[config.mk]
export PLATFORM = sky130hd
export DESIGN_NAME = mem_port_arbiter
export DESIGN_NICKNAME = d
export VERILOG_FILES = /design/src/rtl/mem_port_arbiter.sv
export SDC_FILE = /design/constraint.sdc
export NUM_CORES = 1
export LEC_CHECK = 0
export BUFFER_PORTS_ARGS = -buffer_cell sky130_fd_sc_hd__buf_2
export CORE_AREA = 5 5 112 114
export DETAILED_ROUTE_END_ITERATION = 7
export DIE_AREA = 0 0 117 119
export GPL_TIMING_DRIVEN = 1
export PLACE_DENSITY = 0.62
export SLEW_MARGIN = 10
export SYNTH_ARGS = -nofsm -noshare
export SYNTH_HDL_FRONTEND = slang
export SYNTH_SLANG_ARGS = --single-unit
[constraint.sdc]
create_clock -name clk -period 2.06 [get_ports clk]
set_clock_uncertainty 0.05 [all_clocks]
set_input_delay 0.206 -clock clk [delete_from_list [all_inputs] [get_ports clk]]
set_output_delay 0.206 -clock clk [all_outputs]
set_load 0.05 [all_outputs]
[src/rtl/mem_port_arbiter.sv]
// Shares one memory port between the instruction-fetch queue and the
// load/store unit. Data requests win over fetch until fetch has watched
// STARVE_LIMIT consecutive data grants, then fetch is forced ahead. Exactly
// one transaction is outstanding; the response is routed back to its owner.
module mem_port_arbiter #(
  parameter int ADDR_WIDTH   = 32,
  parameter int DATA_WIDTH   = 32,
  parameter int STARVE_LIMIT = 4
) (
  input  logic                  clk,
  input  logic                  reset,
  input  logic                  i_req_valid,
  output logic                  i_req_ready,
  input  logic [ADDR_WIDTH-1:0] i_req_addr,
  output logic                  i_resp_valid,
  output logic [ADDR_WIDTH-1:0] i_resp_addr,
  output logic [DATA_WIDTH-1:0] i_resp_inst,
  input  logic                  d_req_valid,
  output logic                  d_req_ready,
  input  logic [ADDR_WIDTH-1:0] d_req_addr,
  input  logic                  d_req_wen,
  input  logic [DATA_WIDTH-1:0] d_req_wdata,
  output logic                  d_resp_valid,
  output logic [DATA_WIDTH-1:0] d_resp_rdata,
  output logic                  mem_req_valid,
  input  logic                  mem_req_ready,
  output logic [ADDR_WIDTH-1:0] mem_req_addr,
  output logic                  mem_req_wen,
  output logic [DATA_WIDTH-1:0] mem_req_wdata,
  input  logic                  mem_resp_valid,
  input  logic [DATA_WIDTH-1:0] mem_resp_rdata
);

  typedef enum logic [1:0] {IDLE, WAIT_I, WAIT_D} state_t;

  localparam logic [3:0] LIMIT = 4'(STARVE_LIMIT);

  state_t                  state_q, state_d;
  logic [3:0]              starve_cnt_q, starve_cnt_d;
  logic [ADDR_WIDTH-1:0]   i_addr_q, i_addr_d;
  logic                    grant_d, grant_i;

  // Count of data grants taken while fetch waited, clamped at the limit.
  function automatic logic [3:0] sat_inc(input logic [3:0] cnt);
    return (cnt >= LIMIT) ? LIMIT : cnt + 4'd1;
  endfunction

  // State, starvation counter and accepted fetch address registers.
  always_ff @(posedge clk or posedge reset) begin
    if (reset) begin
      state_q      <= IDLE;
      starve_cnt_q <= '0;
      i_addr_q     <= '0;
    end else begin
      state_q      <= state_d;
      starve_cnt_q <= starve_cnt_d;
      i_addr_q     <= i_addr_d;
    end
  end

  // Grant selection, request mux, response routing and next state.
  // Everything is forced quiet while reset is held so outputs drop at once.
  always_comb begin
    state_d       = state_q;
    starve_cnt_d  = starve_cnt_q;
    i_addr_d      = i_addr_q;
    grant_d       = 1'b0;
    grant_i       = 1'b0;
    i_req_ready   = 1'b0;
    d_req_ready   = 1'b0;
    mem_req_valid = 1'b0;
    mem_req_addr  = '0;
    mem_req_wen   = 1'b0;
    mem_req_wdata = '0;
    i_resp_valid  = 1'b0;
    i_resp_inst   = '0;
    d_resp_valid  = 1'b0;
    d_resp_rdata  = '0;
    i_resp_addr   = i_addr_q;
    if (!reset) begin
      case (state_q)
        IDLE: begin
          if (d_req_valid && !(i_req_valid && starve_cnt_q == LIMIT)) begin
            grant_d = 1'b1;
          end else if (i_req_valid) begin
            grant_i = 1'b1;
          end
          mem_req_valid = grant_d | grant_i;
          if (grant_d) begin
            mem_req_addr  = d_req_addr;
            mem_req_wen   = d_req_wen;
            mem_req_wdata = d_req_wdata;
            d_req_ready   = mem_req_ready;
            if (mem_req_ready) begin
              state_d      = WAIT_D;
              starve_cnt_d = i_req_valid ? sat_inc(starve_cnt_q) : 4'd0;
            end
          end else if (grant_i) begin
            mem_req_addr = i_req_addr;
            i_req_ready  = mem_req_ready;
            if (mem_req_ready) begin
              state_d      = WAIT_I;
              i_addr_d     = i_req_addr;
              starve_cnt_d = 4'd0;
            end
          end
        end
        WAIT_I: begin
          if (mem_resp_valid) begin
            i_resp_valid = 1'b1;
            i_resp_inst  = mem_resp_rdata;
            state_d      = IDLE;
          end
        end
        WAIT_D: begin
          if (mem_resp_valid) begin
            d_resp_valid = 1'b1;
            d_resp_rdata = mem_resp_rdata;
            state_d      = IDLE;
          end
        end
        default: state_d = IDLE;
      endcase
    end
  end

endmodule
==> impl_metrics.env, run 1 <==
export IMPL_outcome="complete, but fails checks"
export IMPL_failed_checks="negative setup slack"
export IMPL_critPathArrivalTime_ps=1900
export IMPL_finalWorstSetupSlack_ps=-96.4
export IMPL_core_sq_mm=0.0113
export IMPL_slew_viol_final=0
export IMPL_finalCritPeriodShare_pct=105
export IMPL_portBuffers=300
export IMPL_fin_crit_ps=2160
export IMPL_die_y_um=119
export IMPL_crit_type="flip-flop to primary output"
export IMPL_pin_count=301
export IMPL_cts_path_max_buffers=2
export IMPL_drc=0
export IMPL_power_leakage_nw=3.16
export IMPL_syn_nets=481
export IMPL_worstSkewPairLatency_ps=280
export IMPL_hold_start="i_req_addr[6]"
export IMPL_root_buffer="clkbuf_16"
export IMPL_wl_mm=18.1
export IMPL_worstPathRequired_ps=1800
export IMPL_synth_seq_cells=38
export IMPL_syn_area_per_cell_sq_um=8.54
export IMPL_power_total_mw=7.97
export IMPL_pre_cts_ws_ps=37.3
export IMPL_drt_pass1_iter_count=5
export IMPL_antenna_found_initial=3
export IMPL_viasPerCell=5.32
export IMPL_max_vdd_ir_drop_v=0.000804
export IMPL_syn_to_final_growth_pct=120
export IMPL_ys_flop_type="dfrtp_1"
export IMPL_grt_pass1_vias=4074
export IMPL_synthCells=341
export IMPL_hp_class="primary input to flip-flop"
export IMPL_path_clk_slew_ps=70
export IMPL_dp_hpwl_mm=11.2
export IMPL_yosysTopAreaCell="dfrtp_1"
export IMPL_ys_async_sr_fraction_pct=100
export IMPL_synth_area_top_cells="dfrtp_1 (33%), and2_1 (14%), mux2_2 (11%), and3_1 (7.5%), nand4_1 (6.9%)"
export IMPL_r2r_start="starve_cnt_q[1]"
export IMPL_drive_above_1_share_pct=69.8
export IMPL_die_area_sq_mm=0.0139
export IMPL_drtAntennaViolNets=0
export IMPL_hold_violations=0
export IMPL_worst_slew_pin_transition_ps=457
export IMPL_cts_tree="yes"
export IMPL_synth_top_cell_area_share_pct=32.7
export IMPL_grt_pass1_wl_mm=23.3
export IMPL_fmax_mhz=464
export IMPL_cp_max_fo=7
export IMPL_dpl_cell_area_sq_mm=0.00472
export IMPL_startpoint="state_q[0]"
export IMPL_grt_setup_unrepaired="true"
export IMPL_ys_types=32
export IMPL_vias=4297
export IMPL_post_route_util_pct=56.6
export IMPL_synth_seq_area_share_pct=32.7
export IMPL_synth_edf_count=0
export IMPL_cts_made_buffers=5
export IMPL_synth_most_common_cell="and2_1"
export IMPL_cts_sinks=38
export IMPL_p_per_area_mw_per_mm2=1250
export IMPL_gp_congestion=0.891
export IMPL_wl_per_cell_um=22.4
export IMPL_nFillCells=938
export IMPL_dieWidth_um=117
export IMPL_critPathCaptureType="primary output"
export IMPL_ys_warn_count=0
export IMPL_cap_violations=0
export IMPL_synth_commonest_cells="and2_1 (66), dfrtp_1 (38), and3_1 (35)"
export IMPL_gr_total_overflow=0
export IMPL_synth_area_sq_mm=0.00291
export IMPL_track_usage_pct=21.5
export IMPL_htreeDepth=2
export IMPL_design_area_sq_mm=0.00640
export IMPL_grt_start_max_net_pins=34
export IMPL_drt_iter0_markers=158
export IMPL_num_nets_final=802
export IMPL_critPathLaunchType="flip-flop"
export IMPL_setup_viol=49
export IMPL_start_util_pct=25.7
export IMPL_slew_headroom_pct=69.5
export IMPL_rows=39
-- where the power goes --
| part | leakage, nW | switching [mW] | internal, mW |
|---|---|---|---|
| clock | 0.0729 | 0.324 | 0.480 |
| sequential | 0.466 | 0.218 | 1.10 |
| combinational | 2.62 | 3.67 | 2.18 |
| total | 3.16 | 4.21 | 3.76 |
-- layout by cell type, fill, tap and decap left out, types with 2 or more instances in the layout --
cell,n
nand2_1,2
ha_4,3
buf_4,43
inv_2,4
clkbuf_4,20
buf_8,21
buf_2,174
dfrtp_1,38
buf_6,67
buf_12,8
o22ai_1,2
o21ai_2,26
inv_1,2
clkbuf_16,10
and3_4,25
nand4_1,32
mux2_2,29
nand3_2,6
nand3_1,25
and2_1,65
diode_2,2
and3_1,15
o21ai_4,4
mux2_1,3
clkinvlp_4,2
nor2b_4,2
o21ai_1,2
nand3b_1,2
buf_16,7
-- critical path, cell delays in order, from the launching register on --
cell	delay [ps]
dfrtp_1	390
inv_2	80
ha_4	140
nor2b_4	220
buf_12	180
clkbuf_16	160
nand3_1	110
o21ai_2	160
buf_6	180
-- routing by layer --
layer / vias to the layer above / global-route usage, % / part of all wire, %
met4: 2 / 6.38 / 2.3
met5: - / 0 / 0.039
li1: 1886 / - / -
met2: 278 / 38.1 / 53
met1: 2096 / 24.8 / 36
met3: 35 / 5.93 / 8.7
-- final cells by class --
type	count	area [sq um]	share of cell area (%)
diodes	2	5.00	0.0782
clock buffers	6	139	2.17
clock inverters	2	12.5	0.195
inverters	7	30.0	0.469
multi-input cells	264	2180	34.1
flip-flops and latches	38	951	14.9
well taps	143	179	2.79
repair buffers	346	2900	45.3
-- final timing paths --
kind / endpoint / slack, ps / cells after the start
max: mem_req_addr[27] / -100 / 8
min: i_resp_addr[6] / 110 / 2
max reg2reg: i_resp_addr[31] / 130 / 6
min reg2reg: i_resp_addr[20] / 440 / 1
max in group asynchronous: i_resp_addr[25] / 1220 / 3
min in group asynchronous: starve_cnt_q[2] / 180 / 3
-- logic make-up after synthesis --
logic type      after synthesis  synth area share (%)
mux                          34                  13.1
fa+ha+maj                     5                  2.15
buf+inv                      45                  6.79
simple gates                178                  37.0
compound gates               41                  8.25
flops                        38                  32.7
-- through the flow --
step                      instances  hold WS (ps)  TNS, ps
after detailed placement        761           125        0
final                           808           114    -2240
after global placement          761           118        0
after CTS                       790          96.7     -533
after global routing            808           115    -7960
after floorplan                 341           131    -3180
-- sequential cells by signal, summed over array words and instances, names as in the netlist --
name / cells
state_q: 2
starve_cnt_q: 4
i_resp_addr: 32
-- timing repair --
action	in CTS	in global routing
pin swaps	11	14
endpoints found under the hold margin	5	0
setup buffers	14	7
hold buffers	1	0
resized for setup	188	142
cloned	8	12
endpoints found under the setup margin	68	145
Power figures use the tool's default switching activity.
==> run 2: changes to the inputs <==
GPL_TIMING_DRIVEN = 0   (was 1)
==> impl_metrics.env, run 2 (synthesized netlist as in run 1, its figures left out) <==
export IMPL_outcome="complete, but fails checks"
export IMPL_failed_checks="negative setup slack"
export IMPL_setup_tns_ps=-4030
export IMPL_gr_total_overflow=0
export IMPL_cts_tree="yes"
export IMPL_worstPathCellList="inv_2 > ha_4 > nor2b_4 > buf_6 > buf_8 > clkbuf_16 > nand4_1 > o21ai_2 > buf_6"
export IMPL_place_inst=783
export IMPL_portBuffers=299
export IMPL_die_y_um=119
export IMPL_rows=39
export IMPL_crit_top_cell="buf_6"
export IMPL_grt_pass1_vias=4367
export IMPL_stdcell_count=839
export IMPL_slew_headroom_pct=24.6
export IMPL_gp_congestion=0.920
export IMPL_worst_slew_pin_transition_ps=1120
export IMPL_dp_hpwl_mm=12.2
export IMPL_finalCritPeriodShare_pct=106
export IMPL_slowest_stage="dfrtp_1"
export IMPL_cts_sinks=38
export IMPL_pre_cts_ws_ps=-539
export IMPL_worstSkewPairLatency_ps=290
export IMPL_fin_crit_ps=2190
export IMPL_max_vdd_ir_drop_v=0.000885
export IMPL_final_cell_mix="buf_2 (185), buf_4 (69), and2_1 (65), buf_6 (59), buf_8 (41)"
export IMPL_antenna_found_initial=3
export IMPL_grt_start_max_net_pins=21
export IMPL_hp_class="primary input to flip-flop"
export IMPL_power_total_mw=8.28
export IMPL_cts_path_max_buffers=2
export IMPL_power_leakage_nw=3.37
export IMPL_dieWidth_um=117
export IMPL_drt_iter0_markers=180
export IMPL_die_area_sq_mm=0.0139
export IMPL_core_sq_mm=0.0113
export IMPL_cp_max_fo=5
export IMPL_critPathArrivalTime_ps=1940
export IMPL_grt_pass1_wl_mm=24.0
export IMPL_critPathCaptureType="primary output"
export IMPL_syn_to_final_growth_pct=133
export IMPL_crit_type="flip-flop to primary output"
export IMPL_post_route_util_pct=59.8
export IMPL_wl_mm=17.9
export IMPL_drtAntennaViolNets=0
export IMPL_grt_setup_unrepaired="true"
export IMPL_drive_above_1_share_pct=72.9
export IMPL_htreeDepth=2
export IMPL_slew_viol_final=0
export IMPL_wl_per_cell_um=21.3
export IMPL_p_per_area_mw_per_mm2=1220
export IMPL_worstPathRequired_ps=1800
export IMPL_track_usage_pct=22.2
export IMPL_cts_made_buffers=5
export IMPL_num_nets_final=833
export IMPL_path_clk_slew_ps=70
export IMPL_fmax_mhz=456
export IMPL_final_common_cell="buf_2"
export IMPL_pin_count=301
export IMPL_critPathLaunchType="flip-flop"
export IMPL_viasPerCell=5.11
export IMPL_hold_violations=0
export IMPL_root_buffer="clkbuf_16"
export IMPL_drc=0
export IMPL_vias=4288
export IMPL_finalWorstSetupSlack_ps=-133
export IMPL_cap_violations=0
export IMPL_drt_pass1_iter_count=5
export IMPL_cp_slowest_stage_delay_ps=390
export IMPL_setup_viol=79
export IMPL_start_util_pct=25.7
export IMPL_largest_reg_flops=32
run 2: cell count changes in the layout (fill, tap and decap cells not counted), sizes merged:
cell,previous run,this run
and3,41,35
bufinv,0,2
clkbuf,31,27
buf,320,358
bufbuf,0,1
run 2: worst paths after layout:
kind	depth (start not counted)	start	to	slack, ps
min reg2reg	1	i_resp_addr[18]	i_resp_addr[18]	460
max in group asynchronous	3	reset	i_resp_addr[31]	620
max reg2reg	8	state_q[0]	i_resp_addr[10]	-30
max	9	state_q[0]	mem_req_addr[28]	-130
min in group asynchronous	2	reset	i_resp_addr[21]	140
min	2	i_req_addr[21]	i_resp_addr[21]	110
run 2: area by class of cell:
class	count	area [sq um]
Multi-Input combinational cell	258	2280
Fill cell	914	4550
Tap cell	143	179
Buffer	38	407
Antenna cell	2	5.00
Clock buffer	5	125
Timing Repair inverter	1	5.00
Sequential cell	38	951
Clock inverter	3	68.8
Timing Repair Buffer	344	2720
Inverter	7	30.0
run 2: repair_timing:
item	in CTS	in global routing
hold buffers	1	0
endpoints found under the setup margin	164	130
hold endpoints to repair	18	0
buffers inserted	16	17
pin swaps	20	27
gates cloned	6	6
resized for setup	255	217
run 2: metrics by stage:
stage                     instance area (sq um)  hold WS [ps]
after floorplan                            3060           131
after global placement                     4730           390
after detailed placement                   4730           402
after CTS                                  6040           107
after global routing                       6770           110
final                                      6770           114
run 2: worst max-delay path, delay by kind of cell (launching register included):
| kind | cells | cell delay [ps] |
|---|---|---|
| buf+inv | 5 | 680 |
| flops | 1 | 390 |
| simple gates | 2 | 310 |
| compound gates | 1 | 140 |
| fa+ha+maj | 1 | 130 |
run 2: power breakdown:
part           total [mW]  switching (mW)  internal [mW]
Combinational        5.91            3.61           2.30
Clock                1.04           0.341          0.697
Sequential           1.33           0.227           1.10
Total                8.28            4.18           4.10
run 2: layer usage:
layer | vias to the layer above | GRT usage [%] | share of wire, %
met4 | 2 | 6.95 | 2.9
li1 | 1928 | - | -
met1 | 2084 | 24.4 | 35
met3 | 38 | 6.49 | 9.1
met2 | 236 | 40.3 | 53
met5 | - | 0 | 0.045
